**config.mk**
```make
export PLATFORM = sky130hd
export DESIGN_NAME = exe_wb_merge
export DESIGN_NICKNAME = d
export VERILOG_FILES = /design/src/rtl/exe_wb_merge.sv
export SDC_FILE = /design/constraint.sdc
export NUM_CORES = 1
export LEC_CHECK = 0
export BUFFER_PORTS_ARGS = -buffer_cell sky130_fd_sc_hd__buf_2
export CAP_MARGIN = 20
export CORE_MARGIN = 2
export CORE_UTILIZATION = 35
export CTS_CLUSTER_DIAMETER = 40
export DETAILED_ROUTE_END_ITERATION = 7
export PLACE_DENSITY_LB_ADDON = 0.25
export SLEW_MARGIN = 15
export SYNTH_ARGS = -nofsm -noshare
export SYNTH_HDL_FRONTEND = slang
export SYNTH_SLANG_ARGS = --single-unit
```
**constraint.sdc**
```tcl
create_clock -name clk -period 5.1 [get_ports clk]
set_input_delay 0.51 -clock clk [delete_from_list [all_inputs] [get_ports clk]]
set_output_delay 0.51 -clock clk [all_outputs]
set_load 0.02 [all_outputs]
```
**src/rtl/exe_wb_merge.sv**
```systemverilog
// exe_wb_merge: merges single-cycle ALU results and load results onto the
// one register-file write port. Loads always win; ALU results that lose
// arbitration wait in an in-order FIFO of DEPTH entries.
// Optional forwarding lookup over pending results: define WB_FWD_EN.
module exe_wb_merge #(
   parameter int DEPTH = 4
) (
   input  logic        clk,
   input  logic        rstn,
   input  logic        flush_in,
   input  logic        alu_en_in,
   input  logic [4:0]  alu_rd_in,
   input  logic [31:0] alu_result_in,
   output logic        alu_stall_out,
   input  logic        mem_en_in,
   input  logic [4:0]  mem_rd_in,
   input  logic [31:0] mem_data_in,
`ifdef WB_FWD_EN
   input  logic [4:0]  fwd_rs_in,
   output logic        fwd_hit_out,
   output logic [31:0] fwd_data_out,
`endif
   output logic        wb_en_out,
   output logic [4:0]  wb_rd_out,
   output logic [31:0] wb_data_out
);
   localparam int AW = $clog2(DEPTH);
   localparam int CW = AW + 1;

   logic [4:0]    rd_q   [DEPTH];
   logic [31:0]   data_q [DEPTH];
   logic [AW-1:0] head_q, head_d, tail_q, tail_d;
   logic [CW-1:0] count_q, count_d;
   logic          wb_en_q, wb_en_d;
   logic [4:0]    wb_rd_q, wb_rd_d;
   logic [31:0]   wb_data_q, wb_data_d;

   logic full, empty, mem_vld, alu_vld, pop, bypass, push;

   assign full    = (count_q == CW'(DEPTH));
   assign empty   = (count_q == '0);
   // rd 0 results are architecturally dead; treat them as never valid
   assign mem_vld = mem_en_in && (mem_rd_in != 5'd0);
   // stall depends on registered count only, so a same-cycle pop never
   // makes room for the incoming ALU result
   assign alu_vld = alu_en_in && (alu_rd_in != 5'd0) && !flush_in && !full;
   assign pop     = !mem_vld && !flush_in && !empty;
   assign bypass  = !mem_vld && empty && alu_vld;
   assign push    = alu_vld && !bypass;

   assign alu_stall_out = full;
   assign wb_en_out     = wb_en_q;
   assign wb_rd_out     = wb_rd_q;
   assign wb_data_out   = wb_data_q;

   // next-state: writeback selection and FIFO pointer/count update
   always_comb begin
      wb_en_d   = 1'b0;
      wb_rd_d   = wb_rd_q;
      wb_data_d = wb_data_q;
      head_d    = head_q;
      tail_d    = tail_q;
      count_d   = count_q;
      if (mem_vld) begin
         wb_en_d   = 1'b1;
         wb_rd_d   = mem_rd_in;
         wb_data_d = mem_data_in;
      end else if (pop) begin
         wb_en_d   = 1'b1;
         wb_rd_d   = rd_q[head_q];
         wb_data_d = data_q[head_q];
      end else if (bypass) begin
         wb_en_d   = 1'b1;
         wb_rd_d   = alu_rd_in;
         wb_data_d = alu_result_in;
      end
      if (pop)  head_d = head_q + AW'(1);
      if (push) tail_d = tail_q + AW'(1);
      if (push && !pop)      count_d = count_q + CW'(1);
      else if (pop && !push) count_d = count_q - CW'(1);
      if (flush_in) begin
         head_d  = '0;
         tail_d  = '0;
         count_d = '0;
      end
   end

   // control and writeback registers with synchronous reset
   always_ff @(posedge clk) begin
      if (!rstn) begin
         head_q    <= '0;
         tail_q    <= '0;
         count_q   <= '0;
         wb_en_q   <= 1'b0;
         wb_rd_q   <= '0;
         wb_data_q <= '0;
      end else begin
         head_q    <= head_d;
         tail_q    <= tail_d;
         count_q   <= count_d;
         wb_en_q   <= wb_en_d;
         wb_rd_q   <= wb_rd_d;
         wb_data_q <= wb_data_d;
      end
   end

   // FIFO storage; validity is tracked by pointers/count, so no reset needed
   always_ff @(posedge clk) begin
      if (push) begin
         rd_q[tail_q]   <= alu_rd_in;
         data_q[tail_q] <= alu_result_in;
      end
   end

`ifdef WB_FWD_EN
   // forwarding: wb stage is lowest priority, then FIFO oldest->youngest so
   // the youngest matching entry overrides earlier hits
   always_comb begin
      fwd_hit_out  = 1'b0;
      fwd_data_out = '0;
      if (fwd_rs_in != 5'd0) begin
         if (wb_en_q && (wb_rd_q == fwd_rs_in)) begin
            fwd_hit_out  = 1'b1;
            fwd_data_out = wb_data_q;
         end
         for (int i = 0; i < DEPTH; i++) begin
            if ((CW'(i) < count_q) && (rd_q[head_q + AW'(i)] == fwd_rs_in)) begin
               fwd_hit_out  = 1'b1;
               fwd_data_out = data_q[head_q + AW'(i)];
            end
         end
      end
   end
`endif

endmodule

```
* Yosys cells after proc, flatten, opt, wreduce, memory -nomap -nowiden
Memory sizes are Yosys's and may differ from the RTL's. A register that Yosys moved wholly into a read port is not among the register bits.
Index checks and enable logic that the tools add are counted.
** Operators by class
- Add/sub/neg operators :: 4
- Equal/unequal tests :: 1
- Muxes and demuxes :: 17
- Bitwise gates (word level) :: 1
- Reductions and logical operators :: 24
** Operators with widths (count)
- 2-to-1 mux 32 bit :: 3
- 2-to-1 mux 5 bit :: 3
- logical AND 1 bit :: 11
- nonzero test 5 bit :: 2
- 2-to-1 mux 2 bit :: 4
- zero test 1 bit :: 7
- 2-to-1 mux 3 bit :: 2
- 2-to-1 mux 1 bit :: 5
- adder 2 x 1 -> 2 bit (second input constant) :: 2
- adder 3 x 1 -> 3 bit (second input constant) :: 1
- == test 3 bit (second input constant) :: 1
- zero test 3 bit :: 1
- nonzero test 3 bit :: 1
- subtractor 3 x 1 -> 3 bit (second input constant) :: 1
- nonzero test 2 bit :: 1
- OR reduction 2 bit :: 1
- inverter 1 bit :: 1
** Word-level totals
- Register bits after elaboration :: 45
- Bits in writable memories :: 148
- Input bits :: 79
- Output and inout port bits :: 39
- Word-level logic and storage cells :: 55
- Memories kept :: 2
** Memory list
- data_q :: words 4, bits a word 32, rd ports 1, clocked after Yosys merged registers in 1, write ports 1, line 31 : logic [31:0] data_q [DEPTH];
- rd_q :: words 4, bits a word 5, rd ports 1, clocked after Yosys merged registers in 1, write ports 1, line 30 : logic [4:0] rd_q [DEPTH];

* Longest topological paths before layout
- Depth in word-level cells :: 11
- Depth in mapped cells :: 11
- Gate-level depth less buffers :: 9

* Worst setup path after synthesis
Ideal clock, no wire load.
- Path type :: input-to-reg
- Start point :: input port mem_rd_in[2]
- End point :: register count_q[2]
- Setup time :: 0.070 ns
- Arrival time :: 2.591 ns
- Data required time :: 5.030 ns
- Slack :: 2.438 ns
- Cell stages on the path :: 11
- Buffers on the path :: 2
- Cells stage by stage :: or4_4 > o21ai_0 > buf_2 > buf_2 > nand2_1 > ha_1 > inv_1 > fa_1 > xor2_1 > or3_1 > a21oi_1
** Between the ends
- Word-level cells in the longest chain between the ends :: 10
- Elaborated cells between the ends (all ways) :: 15
- Those cells by class :: mux (1); reduce/logical (14)
** Ends and longest elaborated chain
- start, declared :: line 16 : input logic [4:0] mem_rd_in,
- nonzero test 5 bit * :: line 43 : assign mem_vld = mem_en_in && (mem_rd_in != 5'd0);
- logical AND 1 bit * :: line 43
- zero test 1 bit * :: line 47, 48
- logical AND 1 bit (2 in a row) :: line 48 : assign bypass = !mem_vld && empty && alu_vld;
- zero test 1 bit :: line 49 : assign push = alu_vld && !bypass;
- logical AND 1 bit :: line 49
- zero test 1 bit :: line 80 : else if (pop && !push) count_d = count_q - CW'(1);
- logical AND 1 bit :: line 80
- nonzero test 2 bit (no source line)
- end signal, assigned :: line 100 : count_q <= count_d;
- end, declared :: line 33 : logic [CW-1:0] count_q, count_d;
Mark *: on every way between the ends. The rest lies on a longest branch, timed or not.
A chain may end at the register's enable or synchronous reset.

* Worst setup path after layout
- Start point :: register count_q[2]
- End point :: register wb_data_q[1] (netlist: wb_data_out[1])
** Between the ends
- Word-level cells in the longest chain between the ends :: 5
- Elaborated cells between the ends (all ways) :: 11
- Those cells by class :: eq/ne (1); mux (2); reduce/logical (8)
** Ends and longest elaborated chain
- == test 3 bit / zero test 3 bit (equally long branches) :: line 40, 41
- zero test 1 bit, on equally long branches :: line 46, 47
- logical AND 1 bit, on equally long branches :: line 46, 47
- logical AND 1 bit / 2-to-1 mux 32 bit (equally long branches) :: line 48, 68
- nonzero test 3 bit (no source line) / 2-to-1 mux 32 bit (equally long branches)
- end signal, assigned :: line 103 : wb_data_q <= wb_data_d;
- end, declared :: line 36 : logic [31:0] wb_data_q, wb_data_d;
Several ways; a longest one is shown, not always the timed one.

==> out/results.tsv <==
metric	value	unit
status	complete, no violations	
Die Footprint	23900	um^2
# setup viols final	0	
area post-placement	8760	um^2
final max-slew violation count	0	
Die W	154	um
Netlist Area Pre-Place	7920	um^2
Worst-Margin Slew	1.08	ns
Final Hold Vio Count	0	
Core Region	22400	um^2
Mapped Cells	513	
hold crit path type	input pin to flip-flop	
Worst Setup End Kind	flip-flop	
Setup Skew	0.0116	ns
Reg clk slew, reported paths	0.06	ns
Register-to-Register Setup Slack	2.32	ns
post-placement cell count	887	
top area cells in the synthesized netlist	edfxtp_1 (56%), dfxtp_1 (12%), mux4_2 (11%), o32ai_1 (3.9%), a211oi_1 (3.3%)	
fin crit share	0.545	
area share of the largest cell type after synthesis	0.561	
CP arrival	3.11	ns
VDD IR-drop max	0.220	mV
design area	9370	um^2
Critical Path Max Stage Delay	0.64	ns
Final Wtd Congestion	0.736	
Avg Inst Size Synth	15.4	um^2
Clock Latency Late Sink	0.43	ns
register area share after synthesis	0.680	
drt pass-1 iters	4	
final antenna-violating net count	0	
DRC violations left	0	
std cell rows	55	
Initial DRC Count	269	
crit path kind	flip-flop to flip-flop	
largest net degree at the start of global routing	45	
final non-filler cell total	920	
launch point of the critical path	count_q[2]	
RR Endpoint	wb_data_out[1]	
Synth area leader	edfxtp_1	
cts hold-fix bufs	0	
Critical Path Fanout Max	39	
post-synthesis compound-gate area fraction	0.0888	
Min-Delay Endpoint	data_q[3][4]	
Min Clock Period, post-route	2.78	ns
number of antenna violations at the first check in global routing	1	
post-synth net total	598	
Worst Setup Start Kind	flip-flop	
Power Density	363	nW/um^2
Die Ht	154	um
Vias/cell	5.22	
Clock Sinks	195	
DRT Wirelength	18200	um
vias in the first global route	5095	
first-pass GRT wire length	28000	um
Synth cell types	32	
DPL Wire Length	11500	um
Synth Area in XOR/XNOR	0.00221	
Leak	3.38	nW
vias	4800	
worst hold start	alu_result_in[4]	
Slew headroom	0.283	
post-synthesis share of cell area spent on and, or, nand and nor gates	0.0681	
Peak Freq	0.360	GHz
CTS resizes	0	
total gr overflow	0	
FF-to-FF path depth	5	
Global Route Usage Sum	0.156	
clk root buf	clkbuf_16	
RSZ-0062 raised after global routing	false	
max cap viols	0	
Data required, critical path	5.43	ns
Hold Path Depth	1	
combinational family with the most area after synthesis	multiplexers	
htree depth	4	
mux cell area share after synthesis	0.109	
nets@finish	706	
Setup TNS	0	ns
Wirelength per Cell	19.7	um
IO buf count	117	
worst-path cell chain	or3_1, nand2_2, nand4_1, buf_4, o32ai_1	
number of synthesized register bits	195	
Adder-Cell Fraction of Synth Area	0.0104	
CTS Buffer Depth	2	
TritonCTS clock tree	done	
worst r2r src	count_q[2]	
Crit-path slowest cell	nand4_1	
YS warnings	0	
post-CTS setup repair buffer count	0	
share of cells above drive strength 1	0.317	
area delta synth->final	18.3	%
Ports	118	
Initial Util	0.353	
Inserted Clock Buffers	17	
[sequential cells by signal, summed over array words and instances, names as in the netlist, named ones only]
signal / cells
head_q: 2
wb_en_out: 1
wb_rd_out: 5
data_q: 128
count_q: 3
tail_q: 2
wb_data_out: 32
rd_q: 20
[power breakdown]
group          switching (mW)  total [mW]  internal (mW)
sequential             0.0214        1.77           1.75
combinational           0.187       0.298          0.111
clock                   0.559        1.33          0.767
[kinds of logic (layout without fill, tap and decap cells)]
group / after synthesis / count (layout)
AO/OA/AOI/OAI: 90 / 90
XOR/XNOR: 2 / 2
adder cells (fa/ha/maj): 6 / 6
buffers and inverters: 76 / 197
flip-flops: 195 / 195
multiplexers: 40 / 40
other: 0 / 1
AND/OR/NAND/NOR: 104 / 104
[cell usage after synthesis]
cell      number
a211oi_1      35
a21oi_1        7
and2_1         7
and3_1        35
buf_1          1
buf_2          9
buf_4          1
buf_6          4
clkbuf_1      20
dfxtp_1       47
edfxtp_1     148
fa_1           1
ha_1           5
inv_1         41
mux2i_1        3
mux4_2        37
nand2_1        7
nand3_1        3
nand4_1        1
nor2_1        39
nor2b_1        3
nor3_1         2
o21a_1         2
o21ai_0        7
o311a_1        2
o31ai_1        1
o31ai_4        1
o32ai_1       35
or3_1          2
or4_1          4
or4_4          1
xor2_1         2
[cell usage in the layout, fill, tap and decap left out, types with 4 or more instances in the layout]
cell type  count
edfxtp_1     148
buf_2        117
dfxtp_1       45
inv_1         41
nor2_1        39
mux4_2        37
and3_1        35
a211oi_1      35
o32ai_1       35
clkbuf_16     20
a21oi_1        7
buf_4          7
o21ai_0        6
nand2_1        6
ha_1           5
or4_1          4
and2_2         4
clkbuf_8       4
[per-layer routing]
layer	track usage	share of wire	up-vias
met3	0.0443	0.050	27
met1	0.184	0.42	2425
met2	0.271	0.51	122
met5	0	0	-
met4	0.0564	0.022	0
li1	-	-	2226
[worst max-delay path by stage]
stage,end,cells after the start
after floorplan,count_q[2],11
after global placement,wb_data_out[25],7
after detailed placement,wb_rd_out[2],7
after CTS,wb_rd_out[1],5
after global routing,wb_data_out[6],5
final,wb_data_out[1],5
[final cells by class]
type / count / area [um^2]
well taps: 285 / 357
multi-input cells: 242 / 2230
clock buffers: 27 / 567
diodes: 1 / 2.50
clock inverters: 5 / 36.3
fillers: 2033 / 13100
repair buffers: 124 / 638
inverters: 41 / 154
flip-flops and latches: 195 / 5390
[per-stage QoR]
stage / hold WS, ns / util / setup WS [ns] / power (mW)
after global placement: 0.439 / 0.391 / 2.19 / 2.10
after global routing: 0.297 / 0.418 / 2.10 / 3.51
after CTS: 0.294 / 0.417 / 2.22 / 3.42
final: 0.311 / 0.418 / 2.32 / 3.40
after detailed placement: 0.443 / 0.391 / 2.10 / 2.11
after floorplan: 0.453 / - / 2.44 / 1.98
[critical path: cells and delay by family, from the launching register on]
| kind | cells | cell delay, ns |
|---|---|---|
| simple gates | 3 | 1.68 |
| compound gates | 1 | 0.16 |
| flops | 1 | 0.37 |
| buf+inv | 1 | 0.46 |
Note: power is estimated with default switching activity, not from simulation.
